**config.mk**
```make
export PLATFORM = sky130hd
export DESIGN_NAME = timing_leak_monitor_flat
export DESIGN_NICKNAME = d
export VERILOG_FILES = /design/src/rtl/timing_leak_monitor_if.sv /design/src/rtl/timing_leak_monitor.sv /design/src/flat_wrapper.sv
export SDC_FILE = /design/constraint.sdc
export NUM_CORES = 1
export LEC_CHECK = 0
export CORE_MARGIN = 1
export CORE_UTILIZATION = 45
export DETAILED_ROUTE_END_ITERATION = 8
export HOLD_SLACK_MARGIN = 0.12
export PLACE_DENSITY_LB_ADDON = 0.2
export SETUP_SLACK_MARGIN = 0.1
export SLEW_MARGIN = 10
export SYNTH_ARGS = -nofsm -noshare
export SYNTH_HDL_FRONTEND = slang
export SYNTH_SLANG_ARGS = --single-unit
```
**constraint.sdc**
```tcl
create_clock -name clk -period 7.3 [get_ports clk]
set_input_delay 2.19 -clock clk [delete_from_list [all_inputs] [get_ports clk]]
set_output_delay 2.19 -clock clk [all_outputs]
set_load 0.02 [all_outputs]
```
**src/rtl/timing_leak_monitor_if.sv**
```systemverilog
// Bus bundle between the dual-multiplier timing bench (master) and timing_leak_monitor (slave).
// The master drives start/done/operands/clr_stats; the slave returns verdicts and statistics.
interface timing_leak_monitor_if #(
    parameter int CNT_W = 8,
    parameter int EVT_W = 8
);
    logic             start;
    logic             done_one;
    logic             done_two;
    logic [3:0]       secret_one;
    logic [3:0]       secret_two;
    logic             clr_stats;

    logic             busy;
    logic             result_valid;
    logic             leak;
    logic             timeout;
    logic [CNT_W-1:0] lat_one;
    logic [CNT_W-1:0] lat_two;
    logic [CNT_W-1:0] skew;
    logic [EVT_W-1:0] leak_count;
    logic             leak_sticky;
    logic [3:0]       first_leak_one;
    logic [3:0]       first_leak_two;

    modport master (
        output start, done_one, done_two, secret_one, secret_two, clr_stats,
        input  busy, result_valid, leak, timeout, lat_one, lat_two, skew,
               leak_count, leak_sticky, first_leak_one, first_leak_two
    );

    modport slave (
        input  start, done_one, done_two, secret_one, secret_two, clr_stats,
        output busy, result_valid, leak, timeout, lat_one, lat_two, skew,
               leak_count, leak_sticky, first_leak_one, first_leak_two
    );
endinterface

```
**src/rtl/timing_leak_monitor.sv**
```systemverilog
// Measures per-instance done latency after a shared start, reports skew/leak verdicts and saturating stats.
// Optional macro LEAK_CAPTURE_EN keeps the operands of the first leaking op since reset/clear.
module timing_leak_monitor #(
    parameter int CNT_W   = 8,
    parameter int EVT_W   = 8,
    parameter int TIMEOUT = 64
) (
    input  logic                  clk,
    input  logic                  rst,
    timing_leak_monitor_if.slave  bus
);
    typedef enum logic [1:0] {IDLE, MEASURE, REPORT} state_t;

    state_t           state, stateNext;
    logic [CNT_W-1:0] cyc, latOneAcc, latTwoAcc;
    logic             gotOne, gotTwo;

    logic             hitOne, hitTwo, bothGot, expired, finish, leakFin;
    logic [CNT_W-1:0] latOneFin, latTwoFin, skewFin;

    logic [CNT_W-1:0] latOne, latTwo, skewReg;
    logic             leakReg, timeoutReg, leakSticky;
    logic [EVT_W-1:0] leakCount;

    // Completion and final latencies as they will be latched on the closing edge.
    always_comb begin
        hitOne    = bus.done_one && !gotOne;
        hitTwo    = bus.done_two && !gotTwo;
        bothGot   = (gotOne || hitOne) && (gotTwo || hitTwo);
        expired   = !bothGot && (cyc == CNT_W'(TIMEOUT));
        finish    = (state == MEASURE) && (bothGot || expired);
        latOneFin = (hitOne || (expired && !gotOne)) ? cyc : latOneAcc;
        latTwoFin = (hitTwo || (expired && !gotTwo)) ? cyc : latTwoAcc;
        skewFin   = (latOneFin >= latTwoFin) ? (latOneFin - latTwoFin) : (latTwoFin - latOneFin);
        leakFin   = (latOneFin != latTwoFin) || expired;
    end

    always_ff @(posedge clk or posedge rst) begin
        if (rst) state <= IDLE;
        else     state <= stateNext;
    end

    always_comb begin
        stateNext = state;
        case (state)
            IDLE:    if (bus.start) stateNext = MEASURE;
            MEASURE: if (finish)    stateNext = REPORT;
            REPORT:                 stateNext = IDLE;
            default:                stateNext = IDLE;
        endcase
    end

    always_comb begin
        bus.busy         = (state == MEASURE) || (state == REPORT);
        bus.result_valid = (state == REPORT);
    end

    always_ff @(posedge clk or posedge rst) begin
        if (rst) begin
            cyc        <= '0;
            latOneAcc  <= '0;
            latTwoAcc  <= '0;
            gotOne     <= 1'b0;
            gotTwo     <= 1'b0;
            latOne     <= '0;
            latTwo     <= '0;
            skewReg    <= '0;
            leakReg    <= 1'b0;
            timeoutReg <= 1'b0;
        end else begin
            case (state)
                IDLE: if (bus.start) begin
                    cyc    <= CNT_W'(1);
                    gotOne <= 1'b0;
                    gotTwo <= 1'b0;
                end
                MEASURE: begin
                    if (hitOne) begin
                        latOneAcc <= cyc;
                        gotOne    <= 1'b1;
                    end
                    if (hitTwo) begin
                        latTwoAcc <= cyc;
                        gotTwo    <= 1'b1;
                    end
                    if (!finish) cyc <= cyc + 1'b1;
                end
                default: ;
            endcase
            if (finish) begin
                latOne     <= latOneFin;
                latTwo     <= latTwoFin;
                skewReg    <= skewFin;
                leakReg    <= leakFin;
                timeoutReg <= expired;
            end
        end
    end

    // Clear beats a coincident leaking update.
    always_ff @(posedge clk or posedge rst) begin
        if (rst) begin
            leakCount  <= '0;
            leakSticky <= 1'b0;
        end else if (bus.clr_stats) begin
            leakCount  <= '0;
            leakSticky <= 1'b0;
        end else if (finish && leakFin) begin
            if (leakCount != '1) leakCount <= leakCount + 1'b1;
            leakSticky <= 1'b1;
        end
    end

`ifdef LEAK_CAPTURE_EN
    logic [3:0] secOne, secTwo, firstOne, firstTwo;

    always_ff @(posedge clk or posedge rst) begin
        if (rst) begin
            secOne <= '0;
            secTwo <= '0;
        end else if (state == IDLE && bus.start) begin
            secOne <= bus.secret_one;
            secTwo <= bus.secret_two;
        end
    end

    // leakSticky low means no leak has been seen since reset/clear.
    always_ff @(posedge clk or posedge rst) begin
        if (rst) begin
            firstOne <= '0;
            firstTwo <= '0;
        end else if (bus.clr_stats) begin
            firstOne <= '0;
            firstTwo <= '0;
        end else if (finish && leakFin && !leakSticky) begin
            firstOne <= secOne;
            firstTwo <= secTwo;
        end
    end

    assign bus.first_leak_one = firstOne;
    assign bus.first_leak_two = firstTwo;
`else
    logic unusedSecrets;
    assign unusedSecrets      = ^{bus.secret_one, bus.secret_two};
    assign bus.first_leak_one = 4'h0;
    assign bus.first_leak_two = 4'h0;
`endif

    assign bus.lat_one     = latOne;
    assign bus.lat_two     = latTwo;
    assign bus.skew        = skewReg;
    assign bus.leak        = leakReg;
    assign bus.timeout     = timeoutReg;
    assign bus.leak_count  = leakCount;
    assign bus.leak_sticky = leakSticky;
endmodule

```
**src/flat_wrapper.sv**
```systemverilog
// flat-port wrapper written by rule: the top's interface ports become plain ports
module timing_leak_monitor_flat 
#(
    parameter int CNT_W   = 8,
    parameter int EVT_W   = 8,
    parameter int TIMEOUT = 64
)
  (clk, rst, bus_start, bus_done_one, bus_done_two, bus_secret_one, bus_secret_two, bus_clr_stats, bus_busy, bus_result_valid, bus_leak, bus_timeout, bus_lat_one, bus_lat_two, bus_skew, bus_leak_count, bus_leak_sticky, bus_first_leak_one, bus_first_leak_two);
  timing_leak_monitor_if #(.CNT_W(CNT_W), .EVT_W(EVT_W)) bus_i ();
  input  logic clk;
  input  logic rst;
  input wire logic [$bits(bus_i.start)-1:0] bus_start;
  input wire logic [$bits(bus_i.done_one)-1:0] bus_done_one;
  input wire logic [$bits(bus_i.done_two)-1:0] bus_done_two;
  input wire logic [$bits(bus_i.secret_one)-1:0] bus_secret_one;
  input wire logic [$bits(bus_i.secret_two)-1:0] bus_secret_two;
  input wire logic [$bits(bus_i.clr_stats)-1:0] bus_clr_stats;
  output wire logic [$bits(bus_i.busy)-1:0] bus_busy;
  output wire logic [$bits(bus_i.result_valid)-1:0] bus_result_valid;
  output wire logic [$bits(bus_i.leak)-1:0] bus_leak;
  output wire logic [$bits(bus_i.timeout)-1:0] bus_timeout;
  output wire logic [$bits(bus_i.lat_one)-1:0] bus_lat_one;
  output wire logic [$bits(bus_i.lat_two)-1:0] bus_lat_two;
  output wire logic [$bits(bus_i.skew)-1:0] bus_skew;
  output wire logic [$bits(bus_i.leak_count)-1:0] bus_leak_count;
  output wire logic [$bits(bus_i.leak_sticky)-1:0] bus_leak_sticky;
  output wire logic [$bits(bus_i.first_leak_one)-1:0] bus_first_leak_one;
  output wire logic [$bits(bus_i.first_leak_two)-1:0] bus_first_leak_two;
  assign bus_i.start = bus_start;
  assign bus_i.done_one = bus_done_one;
  assign bus_i.done_two = bus_done_two;
  assign bus_i.secret_one = bus_secret_one;
  assign bus_i.secret_two = bus_secret_two;
  assign bus_i.clr_stats = bus_clr_stats;
  assign bus_busy = bus_i.busy;
  assign bus_result_valid = bus_i.result_valid;
  assign bus_leak = bus_i.leak;
  assign bus_timeout = bus_i.timeout;
  assign bus_lat_one = bus_i.lat_one;
  assign bus_lat_two = bus_i.lat_two;
  assign bus_skew = bus_i.skew;
  assign bus_leak_count = bus_i.leak_count;
  assign bus_leak_sticky = bus_i.leak_sticky;
  assign bus_first_leak_one = bus_i.first_leak_one;
  assign bus_first_leak_two = bus_i.first_leak_two;
  timing_leak_monitor #(.CNT_W(CNT_W), .EVT_W(EVT_W), .TIMEOUT(TIMEOUT)) u_core (.clk(clk), .rst(rst), .bus(bus_i));
endmodule
```
After elaboration in Yosys (flattened, before gate mapping)
Cells that the tools add are included.
- bits in registers: 63
- input port bits: 14
- output and inout bits: 45
- logic and storage cells: 76
- add/sub/neg operators: 4
- order comparisons: 1
- equality and inequality tests: 10
- muxes and demuxes: 19
- reduce and logical (&&, ||, !) cells: 29
- operators with widths (kind ; count):
    8-bit 2-to-1 mux ; 8
    8-bit by 1-bit adder with 8-bit output, second input constant ; 2
    8-bit case mux with 2 select lines ; 1
    8-bit subtractor ; 2
    3-bit AND reduction ; 3
    8-bit by 7-bit equality test with 1-bit output, second input constant ; 1
    8-bit greater-or-equal comparator ; 1
    1-bit logical AND ; 8
    8-bit != test ; 1
    8-bit != test, second input constant ; 1
    2-bit AND reduction ; 4
    1-bit logical OR ; 7
    2-bit by 1-bit != test with 1-bit output, second input constant ; 3
    2-bit nonzero test ; 3
    1-bit 2-to-1 mux ; 5
    2-bit 2-to-1 mux ; 2
    2-bit != test, second input constant ; 2
    1-bit case mux with 2 select lines ; 2
    2-bit case mux with 2 select lines ; 1
    1-bit zero test ; 3
    2-bit by 1-bit equality test with 1-bit output, second input constant ; 1
    2-bit equality test, second input constant ; 1
    2-bit zero test ; 1

Longest topological paths before layout
Gate-level depths: netlist (run 1).
- depth after elaboration: 14
- mapped depth: 16
- depth with buffers taken out: 16

Worst setup path before layout (run 1)
No wires, ideal clock.
- kind: input to register
- start: in bus_done_one
- end: reg u_core.skewReg[7] (netlist: u_core.bus.skew[7])
- setup time: 0.095 ns
- data arrival time: 5.356 ns
- data required time: 7.205 ns
- setup slack: 1.849 ns
- stages: 13
- path buffers: 0
- cells stage by stage: nor2b_1 > a21oi_4 > mux2i_4 > inv_1 > ha_1 > nand2b_1 > a21oi_1 > or3b_2 > a221o_1 > a21oi_4 > mux2_2 > and3_1 > o31ai_1
- longest elaborated chain between the ends: 10
- elaborated cells on any way between the ends: 17
- those cells by class: add/sub (2); order compare (1); mux (3); reduce/logical (11)
- RTL lines (what ; line ; RTL):
    start: declaration ; flat_wrapper.sv:13 ; input wire logic [$bits(bus_i.done_one)-1:0] bus_done_one;
    1-bit logical AND * ; timing_leak_monitor.sv:27 ; hitOne = bus.done_one && !gotOne;
    1-bit logical OR ; timing_leak_monitor.sv:29 ; bothGot = (gotOne || hitOne) && (gotTwo || hitTwo);
    1-bit logical AND ; timing_leak_monitor.sv:29 ;
    1-bit zero test ; timing_leak_monitor.sv:30 ; expired = !bothGot && (cyc == CNT_W'(TIMEOUT));
    1-bit logical AND ; timing_leak_monitor.sv:30 ;
    1-bit logical AND, on equally long branches ; timing_leak_monitor.sv:33, timing_leak_monitor.sv:32 ;
    1-bit logical OR, on equally long branches ; timing_leak_monitor.sv:33, timing_leak_monitor.sv:32 ;
    8-bit 2-to-1 mux, on equally long branches ; timing_leak_monitor.sv:33, timing_leak_monitor.sv:32 ;
    8-bit subtractor or 8-bit greater-or-equal comparator (tied branches) ; timing_leak_monitor.sv:34 ; skewFin = (latOneFin >= latTwoFin) ? (latOneFin - latTwoFin) : (latTwoFin - latOneFin);
    8-bit 2-to-1 mux ; timing_leak_monitor.sv:34 ;
    end signal: assignment ; timing_leak_monitor.sv:93 ; skewReg <= skewFin;
    end: declaration ; timing_leak_monitor.sv:21 ; logic [CNT_W-1:0] latOne, latTwo, skewReg;
Every way passes the cells marked *; elsewhere a longest branch is shown, timed or not.
A chain may end at the register's enable or synchronous reset.

Worst setup path after layout (run 1)
- start: in bus_done_one
- end: reg u_core.skewReg[5] (netlist: u_core.bus.skew[5])
- longest elaborated chain between the ends: 10
- elaborated cells on any way between the ends: 17
- those cells by class: add/sub (2); order compare (1); mux (3); reduce/logical (11)
- RTL lines (what ; line ; RTL):
    1-bit logical AND * ; timing_leak_monitor.sv:27 ;
    1-bit logical OR ; timing_leak_monitor.sv:29 ;
    1-bit logical AND ; timing_leak_monitor.sv:29 ;
    1-bit zero test ; timing_leak_monitor.sv:30 ;
    1-bit logical AND ; timing_leak_monitor.sv:30 ;
    1-bit logical AND ; timing_leak_monitor.sv:32 ; latOneFin = (hitOne || (expired && !gotOne)) ? cyc : latOneAcc;
    1-bit logical OR * ; timing_leak_monitor.sv:32 ;
    8-bit 2-to-1 mux * ; timing_leak_monitor.sv:32 ;
    via u_core.latOneFin[5] ; timing_leak_monitor.sv:19 ; logic [CNT_W-1:0] latOneFin, latTwoFin, skewFin;
    8-bit subtractor or 8-bit greater-or-equal comparator (tied branches) ; timing_leak_monitor.sv:34 ;
    8-bit 2-to-1 mux * ; timing_leak_monitor.sv:34 ;
The timed path passes the listed nets; every way through them passes the cells marked *.

==> flow_metrics.env, run 1 <==
export IMPL_relSlewSlack_pct=46.8
export IMPL_yosysSeqAreaShare_pct=41.7
export IMPL_cts_setup_buffers=0
export IMPL_syn_area_um2=3780
export IMPL_power_w=0.00194
export IMPL_ir_worst_vdd_v=0.000176
export IMPL_period_minus_slack_ns=6.05
export IMPL_synth_top_area_share_pct=41.7
export IMPL_drt_iter0_markers=111
export IMPL_routed_via_count=2959
export IMPL_grt_pass1_vias=2822
export IMPL_worst_slew_pin_transition_ns=0.799
export IMPL_crit_path_start_kind="input pin"
export IMPL_cpPeakStageDelay_ns=0.53
export IMPL_grt_max_degree=64
export IMPL_ant_nets=0
export IMPL_io_pins=59
export IMPL_cts_buffers=9
export IMPL_fmax_mhz=165
export IMPL_synthTopCellsByArea="dfrtp_1 (42%), ha_1 (6.3%), nand2_1 (4.6%), o21ai_0 (4.2%), mux2_2 (3.6%)"
export IMPL_synth_top_area_cell="dfrtp_1"
export IMPL_core_area_um2=8180
export IMPL_p_per_area_nw_per_um2=441
export IMPL_wl_um=8040
export IMPL_cp_cell_sequence="clkdlybuf4s50_1 -> nor2b_1 -> a21oi_4 -> mux2i_1 -> inv_1 -> ha_1 -> a21oi_1 -> or3b_2 -> a221oi_1 -> o21ai_2 -> mux2_2 -> and4_1 -> o31ai_1"
export IMPL_synth_seq_cells=63
export IMPL_arrival_ns=6.30
export IMPL_cap_violations=0
export IMPL_routedWlPerCell_um=14.9
export IMPL_setup_viol=0
export IMPL_crit_family="compound AO/OA/AOI/OAI gates"
export IMPL_place_congestion=0.855
export IMPL_syn_to_final_growth_pct=16.4
export IMPL_syn_inst=392
export IMPL_nets=463
export IMPL_overflow=0
export IMPL_grt_antenna_before_repair=0
export IMPL_hold_class="flop to flop"
export IMPL_cp_required_ns=7.55
export IMPL_crit_buf_inv=2
export IMPL_placement_rows=33
export IMPL_cts_resized=0
export IMPL_synthArstFlopShare_pct=100
export IMPL_yosysWarnings=0
export IMPL_die_area_um2=8770
export IMPL_n_fill_cell=746
export IMPL_p_leak_nw=2.04
export IMPL_synth_enable_flop_cells=0
export IMPL_port_buffers=42
export IMPL_synth_most_common_cell="dfrtp_1"
export IMPL_insertedDiodeCount=0
export IMPL_die_w_um=93.6
export IMPL_end_kind="flop"
export IMPL_track_usage_pct=20.4
export IMPL_setup_tns_ns=0
export IMPL_fin_crit_sh_pct=82.9
export IMPL_clock_skew_final_ns=0.0153
export IMPL_yosysUniqueCellTypes=63
export IMPL_htree_levels=3
export IMPL_rsz0062_at_grt="false"
export IMPL_post_synth_cell_area_avg_um2=9.64
export IMPL_start_util_pct=46.2
export IMPL_crit_fanout=10
export IMPL_die_y_um=93.6
export IMPL_netlist_top_cells_count="dfrtp_1 (63), nand2_1 (46), o21ai_0 (32), nor2_1 (31), inv_1 (26)"
export IMPL_cts_buffer_depth=2
export IMPL_hold_viol=0
export IMPL_ctsHoldBuffers=0
export IMPL_drcViolationCount=0
export IMPL_critPathKind="input pin to flop"
export IMPL_drive_above_1_share_pct=9.91
export IMPL_clk_latency_ns=0.34
export IMPL_cts_clk_slew_worst_paths_ns=0.07
export IMPL_dpl_hpwl_um=5910
export IMPL_cp_slowest_cell="clkdlybuf4s50_1"
export IMPL_firstDrtPassIters=4
export IMPL_post_drt_via_cell_ratio=5.49
export IMPL_cts_sinks=63
export IMPL_root_buffer="clkbuf_8"
export IMPL_maxSlewViolCount=0
export IMPL_synthFlopType="dfrtp_1"
export IMPL_grt_pass1_wl_um=13700
export IMPL_cts_tree="yes"
export IMPL_status="complete, no violations"
cells in the final DEF, fill, tap and decap left out, types with 4 or more instances in the layout:
master / synthesis / final
a211oi_1: 6 / 6
o21ai_0: 32 / 32
clkbuf_8: 0 / 10
nor3_1: 5 / 5
nand4_1: 6 / 6
mux2i_1: 12 / 12
o31ai_1: 4 / 4
xnor2_1: 6 / 6
and3_1: 5 / 5
a21oi_1: 18 / 18
inv_1: 26 / 25
clkdlybuf4s50_1: 0 / 42
and4_1: 4 / 4
dfrtp_1: 63 / 63
mux2_2: 12 / 12
ha_1: 19 / 19
xor2_1: 10 / 10
nor2_1: 31 / 31
conb_1: 1 / 8
nand2_1: 46 / 46
nand3_1: 7 / 7
path summary, 6_finish.rpt:
check / start / endpoint / slack (ns) / depth (start not counted)
worst max-delay path: bus_done_one / u_core.bus.skew[5] / 1.25 / 13
worst min-delay path: u_core.bus.leak / u_core.bus.leak / 0.47 / 1
worst max register to register: u_core.cyc[1] / u_core.bus.skew[5] / 2.55 / 14
worst min register to register: u_core.bus.leak / u_core.bus.leak / 0.47 / 1
max in group asynchronous: rst / u_core.latTwoAcc[5] / 4.37 / 3
min in group asynchronous: rst / u_core.bus.lat_two[3] / 2.37 / 3
routing by layer:
metal	track usage, %	up-vias	wire, µm
met5	0	-	0
met3	4.63	13	373
met1	27.3	1408	3770
li1	-	1459	-
met4	7.44	0	134
met2	32.1	79	3770
flip-flops by register name (all words and copies together), names as in the netlist, 2 cells and up:
| signal | cells |
|---|---|
| u_core.latOneAcc | 8 |
| u_core.bus.leak_count | 8 |
| u_core.bus.skew | 8 |
| u_core.bus.lat_one | 8 |
| u_core.cyc | 8 |
| u_core.bus.lat_two | 8 |
| u_core.latTwoAcc | 8 |
| u_core.state | 2 |
per-stage QoR:
stage / cell area, µm² / instances / util (%) / hold WS, ns / setup slack (ns)
detailed placement: 4230 / 524 / 51.8 / 0.466 / 0.944
CTS: 4400 / 539 / 53.8 / 0.480 / 1.29
global route: 4400 / 539 / 53.8 / 0.487 / 0.967
finish: 4400 / 539 / 53.8 / 0.472 / 1.25
global placement: 4230 / 524 / 51.8 / 0.458 / 0.940
floorplan: 3800 / 399 / - / 0.450 / 1.85
kinds of logic (layout without fill, tap and decap cells):
logic type	after synthesis	in the layout	synth area share [%]
simple gates	119	119	16.0
fa+ha+maj	19	19	6.29
xor+xnor	18	18	4.87
buf+inv	50	85	6.26
flops	63	63	41.7
mux	25	25	7.35
other cells	1	8	0.0992
compound gates	97	97	17.5
power by group:
part           leakage [nW]  total [W]  internal (W)  switching (W)
registers             0.841   0.000516      0.000441      0.0000756
clock network        0.0850   0.000262      0.000129       0.000133
logic                  1.11    0.00116      0.000483       0.000679
total                  2.04    0.00194       0.00105       0.000888
cell type report:
cell class | instances | area [µm²] | area share, %
timing repair buffer | 44 | 435 | 9.90
clock inverter | 4 | 22.5 | 0.512
sequential | 63 | 1580 | 35.9
tap | 105 | 131 | 2.99
inverter | 26 | 97.6 | 2.22
clock buffer | 11 | 141 | 3.22
multi-input combinational | 286 | 1990 | 45.3
worst register-to-register path, delay by kind of cell, from the launching register on:
family          cells  cell delay (ns)
compound gates      5             1.49
simple gates        3             0.97
flops               1             0.57
buf+inv             2             0.29
fa+ha+maj           2             0.62
mux                 2             0.72
Note: power is estimated with default switching activity, not from simulation.
==> inputs of run 2 (changes only) <==
Clock period 7.3 ns to 5.19 ns, I/O delays scaled along.
==> run 2 against run 1 <==
Against the previous run:
- flip-flop and latch count is the same
- total power up 54%
- sequential power is 41% higher
- clock power is 40% higher
- wire length is 6.0% higher
- critical path type unchanged
- largest cell class unchanged
==> flow_metrics.env, run 2 (synthesis results as in run 1) <==
export IMPL_cts_setup_buffers=0
export IMPL_p_int_w=0.00167
export IMPL_multiInputGateArea_um2=2000
export IMPL_die_y_um=93.6
export IMPL_power_w=0.00298
export IMPL_cts_tree="yes"
export IMPL_switching_power_w=0.00131
export IMPL_n_fill_cell=738
export IMPL_dpl_hpwl_um=6460
export IMPL_overflow=0
export IMPL_grt_pass1_vias=3027
export IMPL_ff_latch_area_um2=1580
export IMPL_grt_pass1_wl_um=14500
export IMPL_hold_viol=0
export IMPL_die_area_um2=8770
export IMPL_grt_antenna_before_repair=0
export IMPL_cp_slowest_cell="clkdlybuf4s50_1"
export IMPL_die_w_um=93.6
export IMPL_ff2ff_path_depth=15
export IMPL_placed_area_um2=4530
export IMPL_syn_to_final_growth_pct=24.6
export IMPL_relSlewSlack_pct=51.7
export IMPL_status="complete, no violations"
export IMPL_cpPeakStageDelay_ns=0.47
export IMPL_comb_power_share_pct=63.4
export IMPL_wl_um=8530
export IMPL_drt_iter0_markers=88
export IMPL_placement_rows=33
export IMPL_firstDrtPassIters=6
export IMPL_routed_via_count=3099
export IMPL_p_seq_share_pct=24.3
export IMPL_final_cell_area_um2=4710
export IMPL_end_kind="flop"
export IMPL_crit_fanout=7
export IMPL_insertedDiodeCount=0
export IMPL_regToRegSetupSlack_ns=0.77
export IMPL_switching_share_pct=44.0
export IMPL_grt_max_degree=50
export IMPL_drcViolationCount=0
export IMPL_post_drt_via_cell_ratio=5.35
export IMPL_crit_path_start_kind="input pin"
export IMPL_place_congestion=0.835
export IMPL_htree_levels=3
export IMPL_core_area_um2=8180
export IMPL_io_pins=59
export IMPL_cts_buffers=9
export IMPL_port_buffers=42
export IMPL_maxSlewViolCount=0
export IMPL_worst_slew_pin_transition_ns=0.723
export IMPL_nets=503
export IMPL_hold_class="flop to flop"
export IMPL_track_usage_pct=21.5
export IMPL_cts_sinks=63
export IMPL_arrival_ns=5.23
export IMPL_postLayoutCoreUtil_pct=57.6
export IMPL_fin_crit_sh_pct=95.5
export IMPL_r2r_end="u_core.bus.skew[6]"
export IMPL_drive_above_1_share_pct=17.9
export IMPL_cp_required_ns=5.46
export IMPL_routedWlPerCell_um=14.7
export IMPL_root_buffer="clkbuf_8"
export IMPL_r2r_start="u_core.cyc[1]"
export IMPL_cap_violations=0
export IMPL_critPathKind="input pin to flop"
export IMPL_ir_worst_vdd_v=0.000237
export IMPL_clk_latency_ns=0.34
export IMPL_final_common_cell="dfrtp_1"
export IMPL_period_minus_slack_ns=4.96
export IMPL_setup_viol=0
export IMPL_ant_nets=0
export IMPL_cts_buffer_depth=2
export IMPL_endpoint="u_core.bus.skew[6]"
export IMPL_clock_skew_final_ns=0.0108
export IMPL_worstSetupStartpoint="bus_done_one"
export IMPL_p_per_area_nw_per_um2=634
export IMPL_clockPowerShare_pct=12.3
export IMPL_rsz0062_at_grt="false"
export IMPL_start_util_pct=46.2
export IMPL_cts_clk_slew_worst_paths_ns=0.07
export IMPL_fmax_mhz=202
export IMPL_p_leak_nw=2.22
export IMPL_mostFrequentLayoutCells="dfrtp_1 (63), nand2_1 (46), clkdlybuf4s50_1 (42), buf_4 (42), o21ai_0 (32)"
export IMPL_cp_cell_sequence="clkdlybuf4s50_1 -> nor2b_1 -> a21oi_4 -> buf_4 -> mux2i_2 -> inv_1 -> ha_1 -> a21oi_1 -> or3b_2 -> a221o_1 -> a211oi_1 -> a221oi_1 -> or4_1 -> nand3_1"
run 2: area by class of cell:
type                    instances  share of cell area, %
clock inverters                 4                  0.478
repair buffers                 84                   15.6
inverters                      26                   2.07
clock buffers                  11                   3.00
well taps                     105                   2.79
multi-input cells             286                   42.5
flip-flops and latches         63                   33.5
run 2: timing repair:
item                       CTS  global route
setup endpoints to repair    0             3
hold buffers                 0             0
gates resized for setup      0             2
run 2: how the worst min path moves through the flow:
| stage | slack [ns] | cells past startpoint | endpoint | start |
|---|---|---|---|---|
| after floorplan | 0.45 | 2 | u_core.latOneAcc[0] | u_core.latOneAcc[0] |
| after global placement | 0.46 | 1 | u_core.bus.leak | u_core.bus.leak |
| after detailed placement | 0.47 | 2 | u_core.bus.lat_one[3] | u_core.bus.lat_one[3] |
| after CTS | 0.48 | 1 | u_core.bus.leak | u_core.bus.leak |
| after global routing | 0.49 | 1 | u_core.bus.leak | u_core.bus.leak |
| final | 0.47 | 2 | u_core.bus.skew[4] | u_core.bus.skew[4] |
run 2: stage by stage:
step / TNS [ns] / cells / hold slack (ns) / worst slack [ns]
5_1_grt: 0 / 579 / 0.491 / 0.102
4_1_cts: 0 / 579 / 0.480 / 0.252
3_5_place_dp: -0.260 / 564 / 0.465 / -0.0966
2_1_floorplan: 0 / 399 / 0.450 / 0.372
6_report: 0 / 579 / 0.472 / 0.232
3_3_place_gp: -0.144 / 564 / 0.458 / -0.0706
run 2: power by group through the flow:
stage | clock (W) | combinational [W] | sequential [W]
6_report | 0.000367 | 0.00189 | 0.000726
5_1_grt | 0.000398 | 0.00207 | 0.000742
4_1_cts | 0.000376 | 0.00188 | 0.000727
3_5_place_dp | 0 | 0.00187 | 0.000736
3_3_place_gp | 0 | 0.00185 | 0.000730
2_1_floorplan | 0 | 0.00115 | 0.000791
run 2: layer usage:
| metal | vias to the layer above | global-route usage (%) | wire length, µm |
|---|---|---|---|
| met2 | 66 | 34.7 | 4120 |
| met4 | 0 | 8.08 | 150 |
| met5 | - | 0 | 0 |
| met1 | 1490 | 28.1 | 3960 |
| li1 | 1530 | - | - |
| met3 | 13 | 4.72 | 295 |
run 2: worst max-delay path, delay by kind of cell:
kind | cells | cell delay (ns)
AO/OA/AOI/OAI | 5 | 1.33
AND/OR/NAND/NOR | 4 | 1.17
buffers and inverters | 3 | 0.73
multiplexers | 1 | 0.23
adder cells (fa/ha/maj) | 1 | 0.21
==> inputs of run 3 (changes only) <==
Clock period 5.19 ns to 6 ns, I/O delays scaled along.
==> run 3 against run 2 <==
Against the previous run:
- setup slack better by 0.36 ns
- critical path type unchanged
- core utilization down 2.1 points
- highest routed layer unchanged
- largest power group unchanged
- hold slack better by 0.0027 ns
- clock skew down 0.0035 ns
==> flow_metrics.env, run 3 (synthesis results as in run 1) <==
export IMPL_setup_viol=0
export IMPL_power_w=0.00249
export IMPL_worst_slew_pin_transition_ns=0.808
export IMPL_highest_layer="met4"
export IMPL_mostFrequentLayoutCells="dfrtp_1 (63), nand2_1 (46), clkdlybuf4s50_1 (42)"
export IMPL_cts_sinks=63
export IMPL_nets=477
export IMPL_routedWlPerCell_um=14.7
export IMPL_min_to="u_core.bus.leak"
export IMPL_hold_class="flop to flop"
export IMPL_final_common_cell="dfrtp_1"
export IMPL_p_per_area_nw_per_um2=548
export IMPL_firstDrtPassIters=6
export IMPL_root_buffer="clkbuf_8"
export IMPL_drive_above_1_share_pct=12.7
export IMPL_relSlewSlack_pct=46.1
export IMPL_fmax_mhz=185
export IMPL_core_area_um2=8180
export IMPL_fin_crit_sh_pct=90.2
export IMPL_insertedDiodeCount=0
export IMPL_grt_max_degree=64
export IMPL_drt_iter0_markers=115
export IMPL_cts_clk_slew_worst_paths_ns=0.07
export IMPL_min_path_cells=1
export IMPL_place_congestion=0.837
export IMPL_ff2ff_path_depth=15
export IMPL_io_pins=59
export IMPL_cts_tree="yes"
export IMPL_arrival_ns=5.66
export IMPL_port_buffers=42
export IMPL_wl_met3_um=243
export IMPL_ant_nets=0
export IMPL_r2r_end="u_core.bus.skew[7]"
export IMPL_crit_path_start_kind="input pin"
export IMPL_route_met2_wl_um=3750
export IMPL_overflow=0
export IMPL_ir_worst_vdd_v=0.000224
export IMPL_htree_levels=3
export IMPL_regToRegSetupSlack_ns=1.37
export IMPL_die_area_um2=8770
export IMPL_cp_required_ns=6.25
export IMPL_wl_um=8130
export IMPL_cap_violations=0
export IMPL_post_drt_via_cell_ratio=5.32
export IMPL_cts_resized=0
export IMPL_track_usage_pct=20.1
export IMPL_cts_buffers=9
export IMPL_die_y_um=93.6
export IMPL_ctsHoldBuffers=0
export IMPL_rsz0062_at_grt="false"
export IMPL_cts_buffer_depth=2
export IMPL_start_util_pct=46.2
export IMPL_wl_met1_um=3980
export IMPL_grt_pass1_vias=2762
export IMPL_syn_to_final_growth_pct=20.0
export IMPL_clock_skew_final_ns=0.00734
export IMPL_r2r_start="u_core.cyc[1]"
export IMPL_grt_pass1_wl_um=13600
export IMPL_hold_path_startpoint="u_core.bus.leak"
export IMPL_period_minus_slack_ns=5.41
export IMPL_dpl_hpwl_um=6060
export IMPL_grt_antenna_before_repair=0
export IMPL_critPathKind="input pin to flop"
export IMPL_placement_rows=33
export IMPL_maxSlewViolCount=0
export IMPL_clk_latency_ns=0.34
export IMPL_die_w_um=93.6
export IMPL_status="complete, no violations"
export IMPL_hold_viol=0
export IMPL_end_kind="flop"
export IMPL_crit_fanout=9
export IMPL_drcViolationCount=0
export IMPL_routed_via_count=2944
export IMPL_setup_tns_ns=0
export IMPL_p_leak_nw=2.12
export IMPL_cts_setup_buffers=0
run 3: layout make-up:
type / count / area, µm²
Clock buffer: 12 / 155
Clock inverter: 3 / 42.5
Fill cell: 747 / 3640
Inverter: 26 / 97.6
Multi-Input combinational cell: 286 / 1990
Sequential cell: 63 / 1580
Tap cell: 105 / 131
Timing Repair Buffer: 58 / 541
run 3: stage by stage:
step	setup slack (ns)	utilization [%]	cells	hold WS, ns	area (µm²)
3_5_place_dp	0.265	53.1	538	0.466	4340
3_3_place_gp	0.253	53.1	538	0.458	4340
5_1_grt	0.434	55.5	553	0.494	4540
2_1_floorplan	0.939	-	399	0.450	3800
6_report	0.590	55.5	553	0.475	4540
4_1_cts	0.625	55.5	553	0.482	4540
run 3: routing by layer:
layer	track usage, %	up-vias
li1	-	1479
met4	8.97	0
met5	0	-
met2	29.9	64
met1	28.5	1385
met3	3.66	16
run 3: how the worst max path moves through the flow:
stage	cells after the start	slack (ns)	from	end
floorplan	13	0.94	bus_done_one	u_core.bus.skew[7]
global placement	14	0.25	bus_done_one	u_core.bus.skew[7]
detailed placement	14	0.26	bus_done_one	u_core.bus.skew[7]
CTS	14	0.63	bus_done_one	u_core.bus.skew[7]
global route	14	0.43	bus_done_one	u_core.bus.skew[7]
finish	14	0.59	bus_done_one	u_core.bus.skew[7]
run 3: worst max-delay path, cell delays in order:
cell             delay (ns)
clkdlybuf4s50_1        0.47
nor2b_1                0.20
a21oi_4                0.33
mux2i_4                0.39
inv_1                  0.10
ha_1                   0.30
nand2b_1               0.10
a21oi_1                0.12
or3b_2                 0.47
a221o_1                0.38
a21oi_4                0.24
mux2_2                 0.38
and3_1                 0.18
o31ai_1                0.20
run 3: where the power goes:
| part | switching, W | internal [W] | total, W | leakage [nW] |
|---|---|---|---|---|
| clock | 0.000167 | 0.000212 | 0.000379 | 0.0985 |
| sequential | 0.0000890 | 0.000536 | 0.000625 | 0.841 |
| combinational | 0.000837 | 0.000644 | 0.00148 | 1.18 |
